[config.mk]
export PLATFORM = sky130hd
export DESIGN_NAME = nn_move_selector
export DESIGN_NICKNAME = d
export VERILOG_FILES = /design/src/rtl/nn_move_selector.sv
export SDC_FILE = /design/constraint.sdc
export NUM_CORES = 1
export LEC_CHECK = 0
export ABC_CLOCK_PERIOD_IN_PS = 3200
export BUFFER_PORTS_ARGS = -buffer_cell sky130_fd_sc_hd__buf_4
export CAP_MARGIN = 20
export CORE_ASPECT_RATIO = 1.5
export CORE_UTILIZATION = 52
export CTS_BUF_LIST = sky130_fd_sc_hd__clkbuf_8
export CTS_CLUSTER_SIZE = 30
export DETAILED_ROUTE_END_ITERATION = 8
export GPL_ROUTABILITY_DRIVEN = 0
export HOLD_SLACK_MARGIN = 0.02
export PLACE_DENSITY = 0.78
export SLEW_MARGIN = 0
export SYNTH_ARGS = -nofsm -noshare
export SYNTH_HDL_FRONTEND = slang
export SYNTH_SLANG_ARGS = --single-unit
[constraint.sdc]
create_clock -name Clk -period 3.2 [get_ports Clk]
set_input_delay 0.32 -clock Clk [delete_from_list [all_inputs] [get_ports Clk]]
set_output_delay 0.32 -clock Clk [all_outputs]
set_load 0.03 [all_outputs]
[src/rtl/nn_move_selector.sv]
// nn_move_selector: picks the best-scoring empty cell from a network score flit
// and replays the cursor button sequence that places the mark there.
module nn_move_selector #(
    parameter int FLIT_DATA_WIDTH = 64,
    parameter int DEST_BITS       = 2,
    parameter int VC_BITS         = 1,
    parameter int PRESS_GAP       = 1
) (
    input  logic                                          Clk,
    input  logic                                          reset,
    input  logic [2+FLIT_DATA_WIDTH+DEST_BITS+VC_BITS-1:0] flit_in,
    input  logic [8:0]                                    P1,
    input  logic [8:0]                                    P2,
    output logic [VC_BITS:0]                              credit_out,
    output logic                                          send_credit,
    output logic                                          BtnU,
    output logic                                          BtnD,
    output logic                                          BtnL,
    output logic                                          BtnR,
    output logic                                          BtnC,
    output logic [3:0]                                    move_idx,
    output logic                                          move_valid,
    output logic                                          no_move,
    output logic                                          busy,
    output logic                                          overflow
);
    localparam int FW = 2 + FLIT_DATA_WIDTH + DEST_BITS + VC_BITS;
    localparam int PW = $clog2(PRESS_GAP + 2);
    localparam logic [2:0] B_U = 3'd1, B_D = 3'd2, B_L = 3'd3, B_R = 3'd4, B_C = 3'd5;

    typedef enum logic [1:0] {IDLE, SCAN, DRIVE, DONE} state_t;

    state_t                     state_q, state_d;
    logic [FLIT_DATA_WIDTH-2:0] scores_q, scores_d;
    logic [VC_BITS-1:0]         vc_q, vc_d;
    logic [8:0]                 occ_q, occ_d;
    logic [3:0]                 k_q, k_d, bidx_q, bidx_d, move_idx_q, move_idx_d;
    logic signed [6:0]          best_q, best_d, sc;
    logic                       found_q, found_d, cred_q, cred_d, overflow_q, overflow_d;
    logic [2:0]                 p_q, p_d, len, code;
    logic [PW-1:0]              ph_q, ph_d;
    logic [14:0]                seq;
    logic                       f_valid, f_flag, cand;
    logic [VC_BITS-1:0]         f_vc;
    logic                       unused_bits;

    assign f_valid     = flit_in[FW-1];
    assign f_vc        = flit_in[FLIT_DATA_WIDTH +: VC_BITS];
    assign f_flag      = flit_in[FLIT_DATA_WIDTH-1];
    assign unused_bits = ^flit_in[FW-2 -: 1+DEST_BITS];

    // Press lists, first press in the low bits; cursor returns to centre.
    always_comb begin
        case (move_idx_q)
            4'd0:    seq = {B_D, B_R, B_C, B_L, B_U};
            4'd1:    seq = {3'd0, 3'd0, B_D, B_C, B_U};
            4'd2:    seq = {B_D, B_L, B_C, B_R, B_U};
            4'd3:    seq = {3'd0, 3'd0, B_R, B_C, B_L};
            4'd5:    seq = {3'd0, 3'd0, B_L, B_C, B_R};
            4'd6:    seq = {B_U, B_R, B_C, B_L, B_D};
            4'd7:    seq = {3'd0, 3'd0, B_U, B_C, B_D};
            4'd8:    seq = {B_U, B_L, B_C, B_R, B_D};
            default: seq = {12'd0, B_C};
        endcase
        len  = (move_idx_q == 4'd4) ? 3'd1 : move_idx_q[0] ? 3'd3 : 3'd5;
        code = (state_q == DRIVE && ph_q == '0) ? seq[3*int'(p_q) +: 3] : 3'd0;
    end

    always_comb begin
        state_d    = state_q;
        scores_d   = scores_q;
        vc_d       = vc_q;
        occ_d      = occ_q;
        k_d        = k_q;
        bidx_d     = bidx_q;
        best_d     = best_q;
        found_d    = found_q;
        move_idx_d = move_idx_q;
        p_d        = p_q;
        ph_d       = ph_q;
        cred_d     = 1'b0;
        overflow_d = overflow_q | (f_valid && state_q != IDLE);
        sc         = scores_q[7*int'(k_q) +: 7];
        cand       = 1'b0;
        case (state_q)
            IDLE: if (f_valid) begin
                vc_d = f_vc;
                if (f_flag) begin
                    cred_d = 1'b1;
                end else begin
                    scores_d = flit_in[FLIT_DATA_WIDTH-2:0];
                    occ_d    = P1 | P2;
                    k_d      = 4'd0;
                    best_d   = -7'sd64;
                    found_d  = 1'b0;
                    state_d  = SCAN;
                end
            end
            SCAN: begin
                cand = !occ_q[k_q] && sc >= best_q;
                if (cand) begin
                    best_d  = sc;
                    bidx_d  = k_q;
                    found_d = 1'b1;
                end
                k_d = k_q + 4'd1;
                if (k_q == 4'd8) begin
                    state_d    = (found_q || cand) ? DRIVE : DONE;
                    move_idx_d = cand ? k_q : bidx_q;
                    p_d        = 3'd0;
                    ph_d       = '0;
                end
            end
            DRIVE: if (ph_q == PW'(PRESS_GAP)) begin
                ph_d = '0;
                p_d  = p_q + 3'd1;
                if (p_q == len - 3'd1) state_d = DONE;
            end else begin
                ph_d = ph_q + PW'(1);
            end
            default: state_d = IDLE;
        endcase
    end

    always_ff @(posedge Clk or posedge reset) begin
        if (reset) begin
            state_q    <= IDLE;
            scores_q   <= '0;
            vc_q       <= '0;
            occ_q      <= '0;
            k_q        <= '0;
            bidx_q     <= '0;
            best_q     <= '0;
            found_q    <= 1'b0;
            move_idx_q <= '0;
            p_q        <= '0;
            ph_q       <= '0;
            cred_q     <= 1'b0;
            overflow_q <= 1'b0;
        end else begin
            state_q    <= state_d;
            scores_q   <= scores_d;
            vc_q       <= vc_d;
            occ_q      <= occ_d;
            k_q        <= k_d;
            bidx_q     <= bidx_d;
            best_q     <= best_d;
            found_q    <= found_d;
            move_idx_q <= move_idx_d;
            p_q        <= p_d;
            ph_q       <= ph_d;
            cred_q     <= cred_d;
            overflow_q <= overflow_d;
        end
    end

    assign busy        = state_q != IDLE;
    assign send_credit = cred_q | (state_q == DONE);
    assign credit_out  = {send_credit, vc_q};
    assign move_valid  = state_q == DONE && found_q;
    assign no_move     = state_q == DONE && !found_q;
    assign move_idx    = move_idx_q;
    assign overflow    = overflow_q;
    assign BtnU        = code == B_U;
    assign BtnD        = code == B_D;
    assign BtnL        = code == B_L;
    assign BtnR        = code == B_R;
    assign BtnC        = code == B_C;
endmodule

**Word-level counts from Yosys, hierarchy flattened**

Memory sizes are Yosys's and may differ from the RTL's.
Index checks and enable logic that the tools add are counted.

- Add/subtract/negate cells: 4
- Multiply operators: 2
- $lt $le $gt $ge: 2
- Equal/unequal tests: 18
- Shifts and indexed selects: 2
- Muxes and demuxes: 33
- Bitwise operators: 4
- Reductions and logical operators: 21

Operator list:

| cell | number |
|---|---|
| $shiftx 63x8->7 | 1 |
| $mux 7 | 3 |
| $mux 3 | 5 |
| $shiftx 15x6->3 | 1 |
| $mux 2 | 7 |
| $pmux 7 s2 | 1 |
| $mux 4 | 3 |
| $or 9x9->9 | 1 |
| $reduce_and 3->1 | 3 |
| $mux 1 | 8 |
| $ne 2x2->1 const B | 4 |
| $pmux 4 s2 | 1 |
| $ge 7x7->1 | 1 |
| $mul 3x4->7 const A | 1 |
| $eq 3x2->1 const B | 2 |
| $eq 3x3->1 const B | 2 |
| $pmux 2 s3 | 1 |
| $pmux 3 s2 | 1 |
| $reduce_and 2->1 | 3 |
| $reduce_bool 2->1 | 3 |
| $logic_and 1x1->1 | 5 |
| $lt 4x5->1 const B | 1 |
| $mul 2x3->5 const A | 1 |
| $reduce_and 5->1 | 1 |
| other kinds (20) | 26 |

- Flip-flop bits (word level): 102
- Bits in read-only memories: 224
- Bits of input ports: 89
- Output and inout bits: 16
- Word-level logic and storage cells: 100
- Memories kept: 1

Memory list:

| name | words | bits a word | read ports | clocked after memory_dff | write ports | RTL line | text |
|---|---|---|---|---|---|---|---|
| (no name shown) | 16 | 14 | 1 | 0 | 0 | 54 | `case (move_idx_q)` |

**Logic depth before layout (Yosys ltp)**

- Word-level depth: 8
- Depth in mapped cells: 12

**Worst setup path before layout**

No wires, ideal clock.

- Kind: flip-flop to flip-flop
- Start point: register k_q[0]
- End point: register best_q[6]
- Library setup time: 0.096 ns
- Data arrival time: 3.071 ns
- Required time: 3.104 ns
- Slack: 0.034 ns
- Cell stages (with the launch flop): 13
- Clock period less this slack: 3.166 ns
- Cell sequence: dfrtp_1 buf_2 clkbuf_1 mux2_2 o221ai_1 o21ai_0 ha_1 a21oi_1 o211ai_1 a41oi_1 clkbuf_1 nor3_1 a311oi_2

- Word-level cells in the longest chain between the ends: 6
- Elaborated cells between the ends (all ways): 11
- Those cells by class: mul (1); order compare (1); eq/ne (1); shift (1); mux (4); reduce/logical (3)

RTL lines:

| item | RTL line | text |
|---|---|---|
| start, declared | 37 | `logic [3:0] k_q, k_d, bidx_q, bidx_d, move_idx_q, move_idx_d;` |
| start signal, assigned | 145 | `k_q <= k_d;` |
| $mul 3x4->7 or $bmux 1 s4 (tied branches) | 83, 100 |  |
| $shiftx 63x8->7 or $mux 1 (tied branches) | 83, 100 |  |
| $ge 7x7->1 or $logic_not 1->1 (tied branches) | 100 | `cand = !occ_q[k_q] && sc >= best_q;` |
| $logic_and 1x1->1 | 100 |  |
| $ne 2x2->1 (no line) | -- |  |
| $reduce_and 4->1 (no line) | -- |  |
| end signal, assigned | 147 | `best_q <= best_d;` |
| end, declared | 38 | `logic signed [6:0] best_q, best_d, sc;` |

Parallel ways exist; a longest one is shown, timed or not. The select of a mux whose other input is x is not followed.
A chain may end at the register's enable or synchronous reset.

**Worst setup path after layout**

- Start point: register k_q[0]
- End point: register best_q[0]

Same word-level chain as after synthesis.

==> flow_summary.ini <==
[cells_and_area]
regArea_um2 = 2550
drive_gt1_frac = 0.393
multiInputGateArea_um2 = 2700
nNetsFinal = 687
antenna_cells = 0
fill_cells = 786
area_growth_pct = 20.6
final_common_cell = buf_4
final_cells = 705
post-route-cell-area_um2 = 6550
final_cell_mix = buf_4, dfrtp_1, mux2_2

[drt]
post-route-drc-count = 0
drtPass1Iterations = 5
drtIter0Drc = 278
wl_um = 11600
wl_per_cell_um = 16.5
ant_nets = 0
vias_per_cell = 5.79
num_vias = 4084

[placed_design]
portBuffers = 101
place_area_um2 = 6320
pre_cts_slack_ns = 0.0339
dpl.hpwl_um = 8560
dp.cells = 689

[logic_synthesis]
synth_top_area_frac = 0.470
synthesis.area_um2 = 5430
synthArstFlopShare = 1.00
syn-mean-instance-area_um2 = 11.1
synth_cell_types = 56
yosysTopAreaCell = dfrtp_1
synthTopCellsByArea = dfrtp_1, mux2_2, mux4_2, ha_1, nand2_1
yosysWarnings = 0
synth_ff_type = dfrtp_1
syn_inst = 490
synth-seq-cells = 102
synth-edff-count = 0
ys_seq_area_frac = 0.470
synth_nets = 594

[grt]
gr-total-overflow = 0
track_usage = 0.224
grt_pass1_wl_um = 19000
grt_max_degree = 57
grt_pass1_vias = 4161
grt_antenna_before_repair = 0

[floorplan]
die_area_um2 = 10900
pin_count = 105
die_y_um = 127
core_um2 = 10100
die_w_um = 85.4
start_util = 0.536
rows = 45

[timing]
setup_viol = 0
rsz0062_at_grt = false
relSlewSlack = 0.555
tns_ns = 0
clock_skew_ns = 0.00737
fmax_mhz = 326
post-route-min-period_ns = 3.06
tightestPinTransition_ns = 0.667
layout_setup_ws_ns = 0.137
timing.final.hold_violations = 0
drv_slew = 0
whs_ns = 0.0518
post-route-period-util = 0.957

[clock_tree]
hold_buffers = 0
cts_root_buf = clkbuf_8
cts_tree = done
htree_levels = 3
cts_buffer_depth = 2
cts_sinks = 102
cts.reportedPaths.clkPinSlew_ns = 0.10
numCtsBuffers = 9
postCtsSetupBuffers = 0
insertion_delay_ns = 0.37

[setup_path]
path_delay_family = compound AO/OA/AOI/OAI gates
critical_path_class = register to register
crit_path_cell_trace = buf_12 > mux4_2 > nor2_2 > o21ai_0 > ha_1 > a21oi_1 > o21ai_0 > a41oi_1 > buf_4 > or2_1 > o211ai_1
critPathSlowestCell = mux4_2
start_kind = register
crit_arrival_ns = 3.30
crit_path_max_incr_delay_ns = 0.51
cp_num_buf_inv = 2
path_max_fanout = 8
cp_common_cell = o21ai_0
crit_required_ns = 3.44
cp-end-kind = register

[run_status]
status = finished clean

[power_and_ir_drop]
leakage_uw = 0.00291
ir_drop_mv = 0.550
p_per_area_nw_per_um2 = 957

[flow_run]
max_cap_violations = 0

[min_path]
hold_path.class = input pin to asynchronous set/reset pin
-- power breakdown --
group,internal [µW],total [µW],switching [µW]
clock network,363,808,445
registers,1880,2350,466
logic,1530,3110,1570
-- state kept, by name, indices dropped and copies added, names as in the netlist --
name      flops
occ_q         9
move_idx      4
k_q           4
cred_q        1
scores_q     63
found_q       1
ph_q          2
bidx_q        4
p_q           3
state_q       2
vc_q          1
overflow      1
best_q        7
-- kinds of logic after synthesis --
kind of cell	share of synthesized area
buffers and inverters	0.0373
and+or+nand+nor	0.110
muxes	0.215
AOI/OAI and AO/OA	0.127
adders and majority gates	0.0346
xor gates and xnor gates	0.00484
DFF	0.470
-- final timing paths --
path	slack (ns)	start	depth (start not counted)	to
setup / recovery	0.14	k_q[0]	11	best_q[0]
hold / removal	0.05	reset	2	scores_q[2]
setup reg to reg	0.14	k_q[0]	11	best_q[0]
hold reg to reg	0.47	overflow	1	overflow
max in group asynchronous	2.27	reset	3	k_q[2]
min in group Clk	0.17	flit_in[54]	2	scores_q[54]
-- layer usage --
layer,vias to the layer above,global-route usage,part of all wire
met5,-,0,0
met4,0,0.100,0.028
met3,17,0.0426,0.039
met2,111,0.408,0.55
met1,2009,0.253,0.39
li1,1947,-,-
-- cell usage after synthesis (all sizes together) (2+ instances only) --
library cell / instances
dfrtp: 102
mux2: 83
nand2: 50
nor2: 33
o21ai: 32
clkbuf: 27
inv: 16
a21oi: 15
ha: 15
o211ai: 15
mux4: 9
nor2b: 8
buf: 7
nor3: 7
o221ai: 6
and2: 5
a22o: 4
nor3b: 4
o41a: 4
a211oi: 3
a21boi: 3
mux2i: 3
nand2b: 3
nand3b: 3
or2: 3
a21o: 2
a221o: 2
a31oi: 2
nor4b: 2
o22a: 2
xnor2: 2
-- layout make-up --
type / count / area share
Clock inverter: 7 / 0.0109
Clock buffer: 9 / 0.0189
Multi-Input combinational cell: 338 / 0.412
Tap cell: 117 / 0.0224
Inverter: 16 / 0.00956
Sequential cell: 102 / 0.390
Timing Repair Buffer: 116 / 0.136
-- through the flow --
step | util | total power, µW
after floorplan | - | 4520
after global placement | 0.623 | 5270
after detailed placement | 0.623 | 5420
after CTS | 0.643 | 6240
after global routing | 0.646 | 6690
final | 0.646 | 6260
-- repair_timing --
action	4_1_cts	5_1_grt
setup endpoints to repair	0	7
resized for setup	0	8
endpoints found under the hold margin	0	0
No activity file was read; power rests on OpenSTA's default activity.
